## src/rtl/fifo_rd_port_if.sv

```systemverilog
// fifo_rd_port_if: memory, pointer and output-stream signals of the FIFO read port
interface fifo_rd_port_if #(
  parameter int DATAWIDTH = 8,
  parameter int ADDRWIDTH = 4
);
  logic [ADDRWIDTH:0] rq2_wptr;
  logic [ADDRWIDTH:0] rptr;
  logic [ADDRWIDTH-1:0] raddr;
  logic [DATAWIDTH-1:0] rmem_data;
  logic [DATAWIDTH-1:0] m_data;
  logic rempty;
  logic m_valid;
  logic m_ready;
  logic [1:0] rcount;
  modport master (
    input rq2_wptr, rmem_data, m_ready,
    output raddr, rptr, rempty, m_data, m_valid, rcount
  );
  modport slave (
    output rq2_wptr, rmem_data, m_ready,
    input raddr, rptr, rempty, m_data, m_valid, rcount
  );
endinterface

```

## src/rtl/fifo_rd_port.sv

```systemverilog
// fifo_rd_port: read pointer, empty flag and 2-entry FWFT output buffer of the async FIFO
module fifo_rd_port #(
  parameter int DATAWIDTH = 8,
  parameter int ADDRWIDTH = 4
) (
  input logic rclk,
  input logic rrst,
  fifo_rd_port_if.master bus
);
  logic [ADDRWIDTH:0] rbin;
  logic [ADDRWIDTH:0] rbin_nxt;
  logic [DATAWIDTH-1:0] sdata;
  logic svalid;
  logic pop;
  logic fetch;
  assign bus.raddr = rbin[ADDRWIDTH-1:0];
  assign bus.rempty = bus.rptr == bus.rq2_wptr;
  assign bus.rcount = {1'b0, bus.m_valid} + {1'b0, svalid};
  assign pop = bus.m_valid & bus.m_ready;
  assign fetch = !bus.rempty & ((bus.rcount < 2'd2) | pop);
  assign rbin_nxt = rbin + 1'b1;
  // skid only ever holds a word while head is valid, so order is head then skid
  always_ff @(posedge rclk) begin
    if (rrst) begin
      rbin <= '0;
      bus.rptr <= '0;
      bus.m_valid <= 1'b0;
      bus.m_data <= '0;
      svalid <= 1'b0;
      sdata <= '0;
    end else begin
      if (fetch) begin
        rbin <= rbin_nxt;
        bus.rptr <= rbin_nxt ^ (rbin_nxt >> 1);
      end
      if (pop) begin
        bus.m_valid <= svalid | fetch;
        if (svalid) bus.m_data <= sdata;
        else if (fetch) bus.m_data <= bus.rmem_data;
        svalid <= svalid & fetch;
        if (svalid & fetch) sdata <= bus.rmem_data;
      end else if (fetch) begin
        if (bus.m_valid) begin
          sdata <= bus.rmem_data;
          svalid <= 1'b1;
        end else begin
          bus.m_data <= bus.rmem_data;
          bus.m_valid <= 1'b1;
        end
      end
    end
  end
endmodule

```

## src/flat_wrapper.sv

```systemverilog
// flat-port wrapper written by rule: the top's interface ports become plain ports
module fifo_rd_port_flat 
#(
  parameter int DATAWIDTH = 8,
  parameter int ADDRWIDTH = 4
)
  (rclk, rrst, bus_rq2_wptr, bus_rmem_data, bus_m_ready, bus_raddr, bus_rptr, bus_rempty, bus_m_data, bus_m_valid, bus_rcount);
  fifo_rd_port_if #(.DATAWIDTH(DATAWIDTH), .ADDRWIDTH(ADDRWIDTH)) bus_i ();
  input logic rclk;
  input logic rrst;
  input wire logic [$bits(bus_i.rq2_wptr)-1:0] bus_rq2_wptr;
  input wire logic [$bits(bus_i.rmem_data)-1:0] bus_rmem_data;
  input wire logic [$bits(bus_i.m_ready)-1:0] bus_m_ready;
  output wire logic [$bits(bus_i.raddr)-1:0] bus_raddr;
  output wire logic [$bits(bus_i.rptr)-1:0] bus_rptr;
  output wire logic [$bits(bus_i.rempty)-1:0] bus_rempty;
  output wire logic [$bits(bus_i.m_data)-1:0] bus_m_data;
  output wire logic [$bits(bus_i.m_valid)-1:0] bus_m_valid;
  output wire logic [$bits(bus_i.rcount)-1:0] bus_rcount;
  assign bus_i.rq2_wptr = bus_rq2_wptr;
  assign bus_i.rmem_data = bus_rmem_data;
  assign bus_i.m_ready = bus_m_ready;
  assign bus_raddr = bus_i.raddr;
  assign bus_rptr = bus_i.rptr;
  assign bus_rempty = bus_i.rempty;
  assign bus_m_data = bus_i.m_data;
  assign bus_m_valid = bus_i.m_valid;
  assign bus_rcount = bus_i.rcount;
  fifo_rd_port #(.DATAWIDTH(DATAWIDTH), .ADDRWIDTH(ADDRWIDTH)) u_core (.rclk(rclk), .rrst(rrst), .bus(bus_i));
endmodule
```

## config.mk

```make
export PLATFORM = sky130hd
export DESIGN_NAME = fifo_rd_port_flat
export DESIGN_NICKNAME = d
export VERILOG_FILES = /design/src/rtl/fifo_rd_port_if.sv /design/src/rtl/fifo_rd_port.sv /design/src/flat_wrapper.sv
export SDC_FILE = /design/constraint.sdc
export NUM_CORES = 1
export LEC_CHECK = 0
export ABC_AREA = 1
export BUFFER_PORTS_ARGS = -buffer_cell sky130_fd_sc_hd__buf_2
export CORE_MARGIN = 5
export CORE_UTILIZATION = 56
export CTS_CLUSTER_SIZE = 24
export DETAILED_ROUTE_END_ITERATION = 16
export PLACE_DENSITY_LB_ADDON = 0.12
export SLEW_MARGIN = 40
export SYNTH_ARGS = -nofsm -noshare
export SYNTH_HDL_FRONTEND = slang
export SYNTH_SLANG_ARGS = --single-unit
```

## constraint.sdc

```tcl
create_clock -name rclk -period 3.05 [get_ports rclk]
set_clock_uncertainty 0.1 [all_clocks]
set_input_delay 0.4575 -clock rclk [delete_from_list [all_inputs] [get_ports rclk]]
set_output_delay 0.4575 -clock rclk [all_outputs]
set_load 0.01 [all_outputs]
```

Word-level counts from Yosys, hierarchy flattened:

Cells that the tools add are included.

* bitwise operators: 6
* equality and inequality tests: 3
* reductions and logical operators: 7
* add/subtract/negate cells: 2
* mux-type cells: 14
* $lt $le $gt $ge: 1

Operators by type and width (number)
* 8-bit 2-to-1 mux: 9
* 3-bit AND reduction: 2
* 2-bit nonzero test: 3
* 5-bit by 1-bit adder with 5-bit output, second input constant: 1
* 5-bit equality test: 1
* 1-bit 2-to-1 mux: 5
* 5-bit by 4-bit XOR with 5-bit output: 1
* 2-bit inequality test, second input constant: 2
* 1-bit AND: 3
* 1-bit by 1-bit adder with 2-bit output: 1
* 2-bit less-than comparator, second input constant: 1
* 1-bit OR: 2
* 2-bit AND reduction: 1
* 1-bit zero test: 1

* output and inout bits: 21
* logic and storage cells: 39
* input bits: 16
* register bits after elaboration: 28

Logic depth before layout (Yosys ltp):

Gate-level depths: netlist (run 1).

* depth in word-level cells: 7
* gate-level depth with buffers: 11
* gate-level depth less buffers: 10

Least setup slack after synthesis (run 1):

No wires, ideal clock.

* path kind: register to register
* from: register u_core.bus.m_valid
* to: register u_core.bus.m_valid
* cell stages (with the launch flop): 8
* required time: 2835 ps
* setup slack: 1478 ps
* data arrival time: 1356 ps
* buffers on the path: 1
* setup time: 115 ps
* cell sequence: dfxtp_1 -> ha_1 -> nand2_2 -> nand2_2 -> buf_6 -> nand2_4 -> o21ai_0 -> inv_1

* cells in the longest elaborated chain, start to end: 6

RTL lines
* start: declaration: line fifo_rd_port_if.sv:17 `output raddr, rptr, rempty, m_data, m_valid, rcount`
* start signal: assignment: line fifo_rd_port.sv:37 `bus.m_valid <= svalid | fetch;`
* 1-bit by 1-bit adder with 2-bit output (*): line fifo_rd_port.sv:18 `assign bus.rcount = {1'b0, bus.m_valid} + {1'b0, svalid};`
* net bus_rcount[1]: line flat_wrapper.sv:19 `output wire logic [$bits(bus_i.rcount)-1:0] bus_rcount;`
* 2-bit less-than comparator (*): line fifo_rd_port.sv:20 `assign fetch = !bus.rempty & ((bus.rcount < 2'd2) | pop);`
* 1-bit OR (*): line fifo_rd_port.sv:20
* 1-bit AND (*): line fifo_rd_port.sv:20
* 1-bit OR: line fifo_rd_port.sv:37
* 1-bit 2-to-1 mux: line fifo_rd_port.sv:36 `if (pop) begin`

The timed path passes the listed nets; every way through them passes the cells marked *.
A chain may end at the register's enable or synchronous reset.

Final worst setup path (run 1):

* from: register u_core.bus.rptr[3]
* to: output port bus_rempty

* cells in the longest elaborated chain, start to end: 1

RTL lines
* start: declaration: line fifo_rd_port_if.sv:17
* start signal: assignment: line fifo_rd_port.sv:34 `bus.rptr <= rbin_nxt ^ (rbin_nxt >> 1);`
* 5-bit equality test: line fifo_rd_port.sv:17 `assign bus.rempty = bus.rptr == bus.rq2_wptr;`
* end: declaration: line flat_wrapper.sv:16 `output wire logic [$bits(bus_i.rempty)-1:0] bus_rempty;`

No other way between the ends.

==> run metrics, run 1 <==
post-detail-place hpwl 2231 um; NetSw 0.2723 mW; PwrDens between 400 and 500 mW/mm^2; row count 18; ys async rst share 0%; Setup crit start kind flop; die width 60.87 um; Core Util, Final 66.72%; router iterations before antenna repair 4; Initial Utilization about three fifths; nature of the critical path endpoint output pin; root buf cell clkbuf_4; Unique masters post-synth 24; Worst Hold Class primary input to flop; most common cell in the netlist nand2_1; Hold-fix buffers, CTS 0; gpl congestion 0.7265; Clock H-tree levels 1; Final period util 62.51%; share of cells above drive strength 1 27.39%; fin cells 260; setup violators final 0; clock sink total 27; Power Internal 0.5413 mW; cell taking the most area after synthesis dfxtp_1; DRC violations left 0; first-pass GRT wire length between 4000 and 5000 um; number of flops mapped to enable cells by yosys 0; sequential power share 52.4%; syn_nets 213; main area contributors after synthesis dfxtp_1, nand2_1, nor2_1, a21oi_1, mux2_2; Post-CTS Resized 0; Num CTS Buffers 3; area share of the largest cell type after synthesis 37.31%; Max FO, Critical Path 4; full die area 0.003705 mm^2; WHS 307.6 ps; number of hold violations in the final report 0; DRT antenna net count 0; port bufs 36; initial antenna violation count 0; Bufs on Longest Clock Path 2; Lkg Pwr 0.8436 nW; max cap viols 0; count of final max-slew check failures 0; # nets final 249; Rel. slew slack 67.27%; Overflow after GRT 0; final wirelength 2924 um; placed cell areas 0.001623 mm^2; switching share of power 33.47%; outcome complete, no violations; Seq cells post-synth 27; Mean Syn Cell Area 7.430 um^2; CTS tree built; Tightest Pin Transition ~500 ps; largest net degree at the start of global routing 20; setup TNS 0 ps; Fmax 524.5 MHz; Post-CTS Setup Repair Bufs 0; Synth-to-Final Area Change 14.08%; post-route setup slack around 1100 ps; post-route cell area 0.001653 mm^2; clk_lat worst skew 330 ps; clk slew on worst S/H paths ~130 ps; Mapped Area between 0.001 and 0.0015 mm^2; critical path type flop to output pin; post-synthesis instance total slightly below 200; RSZ-0062 raised after global routing false; Most used DFF post-synth dfxtp_1; Clock power frac 19.2%; Ant. Diodes 0; Placed Cells 256; combinational share of power 28.4%; sequential share of the synthesized area 37.31%; initial drt markers 39; core area 0.002477 mm^2; Vias per Instance 4.973; data required time of the worst path roughly 2500 ps; Arr. time, crit path 1350 ps; # IOs 37; die height 60.87 um; vias in the first global route 1,188; fin crit period between 1500 and 2000 ps; Overall Power 0.8136 mW; Post-Place Setup Slack 1234 ps; drt wl/cell between 10 and 15 um; via count about 1,300; Ys Warns 0; Worst VDD drop about 370 uV; list of most frequent post-synthesis cells nand2_1, nor2_1, dfxtp_1; Total GRT Usage between 15 and 20%
==> registers in the layout, summed over array words and instances (netlist names) <==
| register | cells |
|---|---|
| u_core.sdata | 8 |
| u_core.svalid | 1 |
| u_core.bus.m_data | 8 |
| u_core.bus.m_valid | 1 |
| u_core.rbin | 5 |
| u_core.bus.rptr | 4 |
==> power groups by stage <==
stage / clock (mW) / sequential (mW) / combinational [mW]
after floorplan: 0 / 0.444 / 0.160
after global placement: 0 / 0.432 / 0.226
after detailed placement: 0 / 0.434 / 0.232
after CTS: 0.160 / 0.427 / 0.233
after global routing: 0.174 / 0.433 / 0.265
final: 0.156 / 0.426 / 0.231
==> metal layers <==
layer	share of wire, %	wire (um)	vias up	global-route usage, %
li1	-	-	688	-
met1	50	1452	572	22.68
met2	43	1258	29	28.40
met3	6.0	175	4	3.404
met4	1.3	38	0	5.573
met5	0	0	-	0
==> critical path: stages, from the launching register on <==
cell and delay [ps]:
dfxtp_1 390, inv_1 60, nand2_1 50, nand2_1 60
nor2_2 120, nand3_2 140, inv_1 90, buf_2 120
==> path summary, 6_finish.rpt <==
path         cells past startpoint         endpoint               start  slack [ps]
max                              7       bus_rempty  u_core.bus.rptr[3]        1140
min                              2   u_core.rbin[4]                rrst         310
max reg2reg                      6   u_core.rbin[0]  u_core.bus.m_valid        1360
min reg2reg                      2  u_core.sdata[0]     u_core.sdata[0]         390
==> final cells by class <==
class	count	area, um^2
fill	233	824.5
multi-input combinational	142	785.8
sequential	27	540.5
timing repair buffer	36	180.2
inverter	21	78.83
tap	30	37.54
clock buffer	3	22.52
clock inverter	1	7.507
==> layout by cell type (no fill, tap or decap), types with 2 or more instances in the layout <==
| cell type | netlist | layout |
|---|---|---|
| nand2_1 | 43 | 43 |
| buf_2 | 2 | 36 |
| nor2_1 | 31 | 31 |
| dfxtp_1 | 27 | 27 |
| inv_1 | 18 | 18 |
| a21oi_1 | 16 | 16 |
| nand3_1 | 9 | 9 |
| nand3b_1 | 8 | 8 |
| mux2_2 | 7 | 7 |
| nand2_2 | 5 | 5 |
| xnor2_1 | 4 | 4 |
| nand3_2 | 3 | 3 |
| o21ai_0 | 3 | 3 |
| xor2_1 | 3 | 3 |
| clkbuf_4 | 0 | 3 |
| nand2_4 | 2 | 2 |
| inv_2 | 2 | 2 |
| a21oi_2 | 2 | 2 |
| ha_1 | 2 | 2 |
==> logic make-up (layout without fill, tap and decap cells) <==
family | count (synthesis) | after routing | share of synthesized area (%)
xor+xnor | 7 | 7 | 4.232
compound gates | 21 | 21 | 7.772
flops | 27 | 27 | 37.31
buf+inv | 26 | 61 | 8.462
fa+ha+maj | 2 | 2 | 1.727
simple gates | 104 | 104 | 34.28
mux | 8 | 8 | 6.218
(Power assumes the default switching activity.)
==> run 2, diff against run 1 <==
- CORE_ASPECT_RATIO: default -> 0.5
- CORE_UTILIZATION: 56 -> 47
- clock period: 3.05 -> 1.7 ns (I/O delays scaled with it)
==> run metrics, run 2 (synthesis gave the netlist of run 1 again) <==
outcome complete, no violations; full die area 0.004361 mm^2; count of final max-slew check failures 0; area of the multi-input gates ~800 um^2; Bufs on Longest Clock Path 2; FF+latch area between 500 and 600 um^2; Hold-fix buffers, CTS 0; initial antenna violation count 0; initial drt markers 52; # nets final 252; row count 14; Worst Hold Class primary input to flop; Arr. time, crit path between 1000 and 1500 ps; setup TNS 0 ps; Overall Power 1.556 mW; critical path type flop to output pin; PwrDens 904.7 mW/mm^2; Final period util 93.49%; via count 1,309; post-route setup slack 110.7 ps; Num CTS Buffers 3; Clock H-tree levels 1; DRT antenna net count 0; commonest cells after routing, fill and taps aside nand2_1, buf_2, nor2_1, dfxtp_1, inv_1; final wirelength 3003 um; port bufs 36; root buf cell clkbuf_8; Total GRT Usage between 10% and 20%; vias in the first global route 1,139; fin crit period between 1500 and 2000 ps; gpl congestion 0.7323; post-detail-place hpwl around 2300 um; core area a little under 0.003 mm^2; biggest registers after layout u_core.bus.m_data x8, u_core.sdata x8, u_core.rbin x5; Ant. Diodes 0; setup violators final 0; Initial Utilization 48.66%; Vias per Instance 4.795; CTS tree built; # IOs 37; die width 88.52 um; Core Util, Final 57.77%; clk_lat worst skew 270 ps; commonest non-fill, non-tap cell in the layout nand2_1; router iterations before antenna repair 4; Tightest Pin Transition between 300 and 400 ps; clock sink total 27; Post-Place Setup Slack 58.54 ps; first-pass GRT wire length 4878 um; largest net degree at the start of global routing 18; clk slew on worst S/H paths 90 ps; share of cells above drive strength 1 29.61%; Worst VDD drop 501.2 uV; max cap viols 0; Rel. slew slack just under 80%; Fillers 301; Lkg Pwr a little under 0.9 nW; DRC violations left 0; RSZ-0062 raised after global routing false; Overflow after GRT 0; data required time of the worst path 1340 ps; Setup crit start kind flop; Synth-to-Final Area Change 18.74%; number of hold violations in the final report 0; Max FO, Critical Path 4; drt wl/cell 11.00 um; Fmax 629.2 MHz; nature of the critical path endpoint output pin; die height 49.26 um
[run 2: changes by cell type in the layout (fill, tap and decap cells not counted), sizes merged]
cell and change:
buf +3, clkinvlp -1, clkbuf +1
[run 2: metrics by stage]
stage	cells	hold slack, ps	instance area (um^2)
2_1_floorplan	195	344.4	1449
3_3_place_gp	269	358.1	1658
3_5_place_dp	269	366.4	1658
4_1_cts	273	154.0	1703
5_1_grt	273	173.2	1720
6_report	273	159.0	1720
[run 2: timing repair]
item | in CTS | in global routing
endpoints found under the setup margin | 0 | 12
setup buffers | 0 | 0
resized for setup | 0 | 6
[run 2: area by class of cell]
type / count / share of cell area [%]
Clock buffer: 4 / 2.618
Inverter: 21 / 4.582
Multi-Input combinational cell: 142 / 46.40
Sequential cell: 27 / 31.71
Tap cell: 40 / 2.909
Timing Repair Buffer: 39 / 11.78
[run 2: path summary, 6_finish.rpt]
path                           to          startpoint  slack, ps  cells after the start
max                    bus_rempty  u_core.bus.rptr[3]        110                      7
min                u_core.rbin[4]                rrst        160                      2
max reg2reg  u_core.bus.m_data[7]  u_core.bus.m_valid        150                      5
min reg2reg    u_core.bus.rptr[2]  u_core.bus.rptr[2]        380                      2
[run 2: report_power, final]
part / switching [mW] / internal [mW] / total [mW]
clock: 0.194 / 0.168 / 0.362
combinational: 0.246 / 0.181 / 0.427
sequential: 0.0564 / 0.711 / 0.768
total: 0.496 / 1.06 / 1.56
[run 2: metal layers]
layer | global-route usage (%) | wire, um | part of all wire (%) | vias up
li1 | - | - | - | 693
met4 | 0.7538 | 6 | 0.20 | 0
met2 | 24.57 | 1450 | 48 | 21
met1 | 16.28 | 1364 | 45 | 593
met5 | 0 | 0 | 0 | -
met3 | 5.565 | 182 | 6.1 | 2
[run 2: critical path, cell delays in order (launching register included)]
cell     delay (ps)
dfxtp_2         350
inv_1            40
nand2_1          40
nand2_1          60
nor2_2          120
nand3_2         150
inv_1            80
buf_2           120
==> run 3, diff against run 2 <==
- CORE_UTILIZATION: 47 -> 40
- CTS_CLUSTER_SIZE: 24 -> default
==> run metrics, run 3 (synthesis gave the netlist of run 1 again) <==
max cap viols 0; row count 15; Ant. Diodes 0; switching share of power 32.96%; number of hold violations in the final report 0; r2r setup slk around 110 ps; Arr. time, crit path 1240 ps; Final period util a little over nine tenths; biggest registers after layout u_core.bus.m_data x8, u_core.sdata x8, u_core.rbin x5; full die area about 0.0050 mm^2; Hold-fix buffers, CTS 0; setup TNS 0 ps; Clock H-tree levels 1; DRC violations left 0; Setup crit start u_core.bus.rptr[1]; reg-to-reg critical path startpoint u_core.bus.m_valid; initial antenna violation count 0; setup violators final 0; Overflow after GRT 0; R2R cell count 5; post-detail-place hpwl 2406 um; gpl congestion approximately 0.7; initial drt markers 25; core area 0.003453 mm^2; crit path to bus_rempty; DRT antenna net count 0; # IOs 37; Initial Utilization 41.96%; clk slew on worst S/H paths 100 ps; Power Internal 1.066 mW; vias in the first global route about 1,200; first-pass GRT wire length 5368 um; Setup crit start kind flop; count of final max-slew check failures 0; die width 95.12 um; Tightest Pin Transition 338.3 ps; fin crit period 1592 ps; post-route setup slack between 100 and 150 ps; via count 1,305; Overall Power 1.590 mW; PwrDens 894.5 mW/mm^2; outcome complete, no violations; Worst VDD drop 467.9 uV; sequential power share ~48%; NetSw 0.5243 mW; Bufs on Longest Clock Path 2; # nets final between 200 and 300; Fmax 628.1 MHz; die height between 50 and 60 um; Worst Hold Class primary input to flop; Total GRT Usage between 10% and 20%; combinational share of power 27.8%; placed cell areas between 0.0015 and 0.002 mm^2; Synth-to-Final Area Change 22.71%; share of cells above drive strength 1 31.36%; commonest cells after routing, fill and taps aside nand2_1, buf_2, nor2_1, dfxtp_1, inv_1; port bufs 36; router iterations before antenna repair 4; clock sink total 27; data required time of the worst path 1340 ps; Rel. slew slack 77.28%; commonest non-fill, non-tap cell in the layout nand2_1; critical path type flop to output pin; Post-Place Setup Slack 49.20 ps; CTS tree built; root buf cell clkbuf_8; drt wl/cell 11.05 um; worst r2r dst u_core.bus.m_data[7]; WHS 188.9 ps; Num CTS Buffers 3; clk_lat worst skew 280 ps; post-route cell area 0.001778 mm^2; largest net degree at the start of global routing 18; Vias per Instance 4.547; Max FO, Critical Path 4; final wirelength between 3000 and 4000 um; Lkg Pwr 0.8886 nW; nature of the critical path endpoint output pin; Clock power frac 23.9%
==> run 3: metal layers <==
layer / GRT usage, % / share of wire [%] / vias up / wire length, um
met1: 17.53 / 49 / 580 / 1553
li1: - / - / 696 / -
met2: 22.48 / 45 / 25 / 1425
met5: 0 / 0 / - / 0
met4: 5.024 / 1.2 / 0 / 38
met3: 3.874 / 4.8 / 4 / 153
==> run 3: final cells by class <==
class	count	area, um^2
Sequential cell	27	545.5
Multi-Input combinational cell	142	812.0
Inverter	21	78.83
Tap cell	51	63.81
Timing Repair Buffer	42	231.5
Clock buffer	3	41.29
Clock inverter	1	5.005
Fill cell	366	1675
==> run 3: worst min-delay path by stage <==
stage,depth (start not counted),from,end,slack [ps]
after floorplan,2,u_core.sdata[7],u_core.sdata[7],340
after global placement,2,u_core.sdata[7],u_core.sdata[7],360
after detailed placement,2,u_core.bus.m_data[1],u_core.bus.m_data[1],370
after CTS,5,bus_rmem_data[5],u_core.sdata[5],190
after global routing,3,rrst,u_core.rbin[4],210
final,5,bus_rmem_data[5],u_core.sdata[5],190
==> run 3: stage by stage <==
| stage | utilization (%) | cells |
|---|---|---|
| 2_1_floorplan | - | 195 |
| 3_3_place_gp | 48.84 | 282 |
| 3_5_place_dp | 48.84 | 282 |
| 4_1_cts | 50.18 | 286 |
| 5_1_grt | 51.49 | 287 |
| 6_report | 51.49 | 287 |
==> run 3: what timing repair did <==
action	4_1_cts	5_1_grt
resized for setup	0	10
setup endpoints to repair	0	25
setup buffers	0	1
==> run 3: power groups by stage <==
stage	clock network [mW]	logic (mW)	registers, mW
after CTS	0.390	0.436	0.764
after detailed placement	0	0.435	0.778
after floorplan	0	0.286	0.796
final	0.381	0.443	0.767
after global routing	0.416	0.509	0.779
after global placement	0	0.428	0.775
==> run 3: worst max-delay path, cell delays in order (launching register included) <==
cell and delay [ps]:
dfxtp_2 360, inv_1 40, nand2_1 50, nand2_1 50
nor2_1 130, nand3_2 150, inv_2 90, buf_6 100
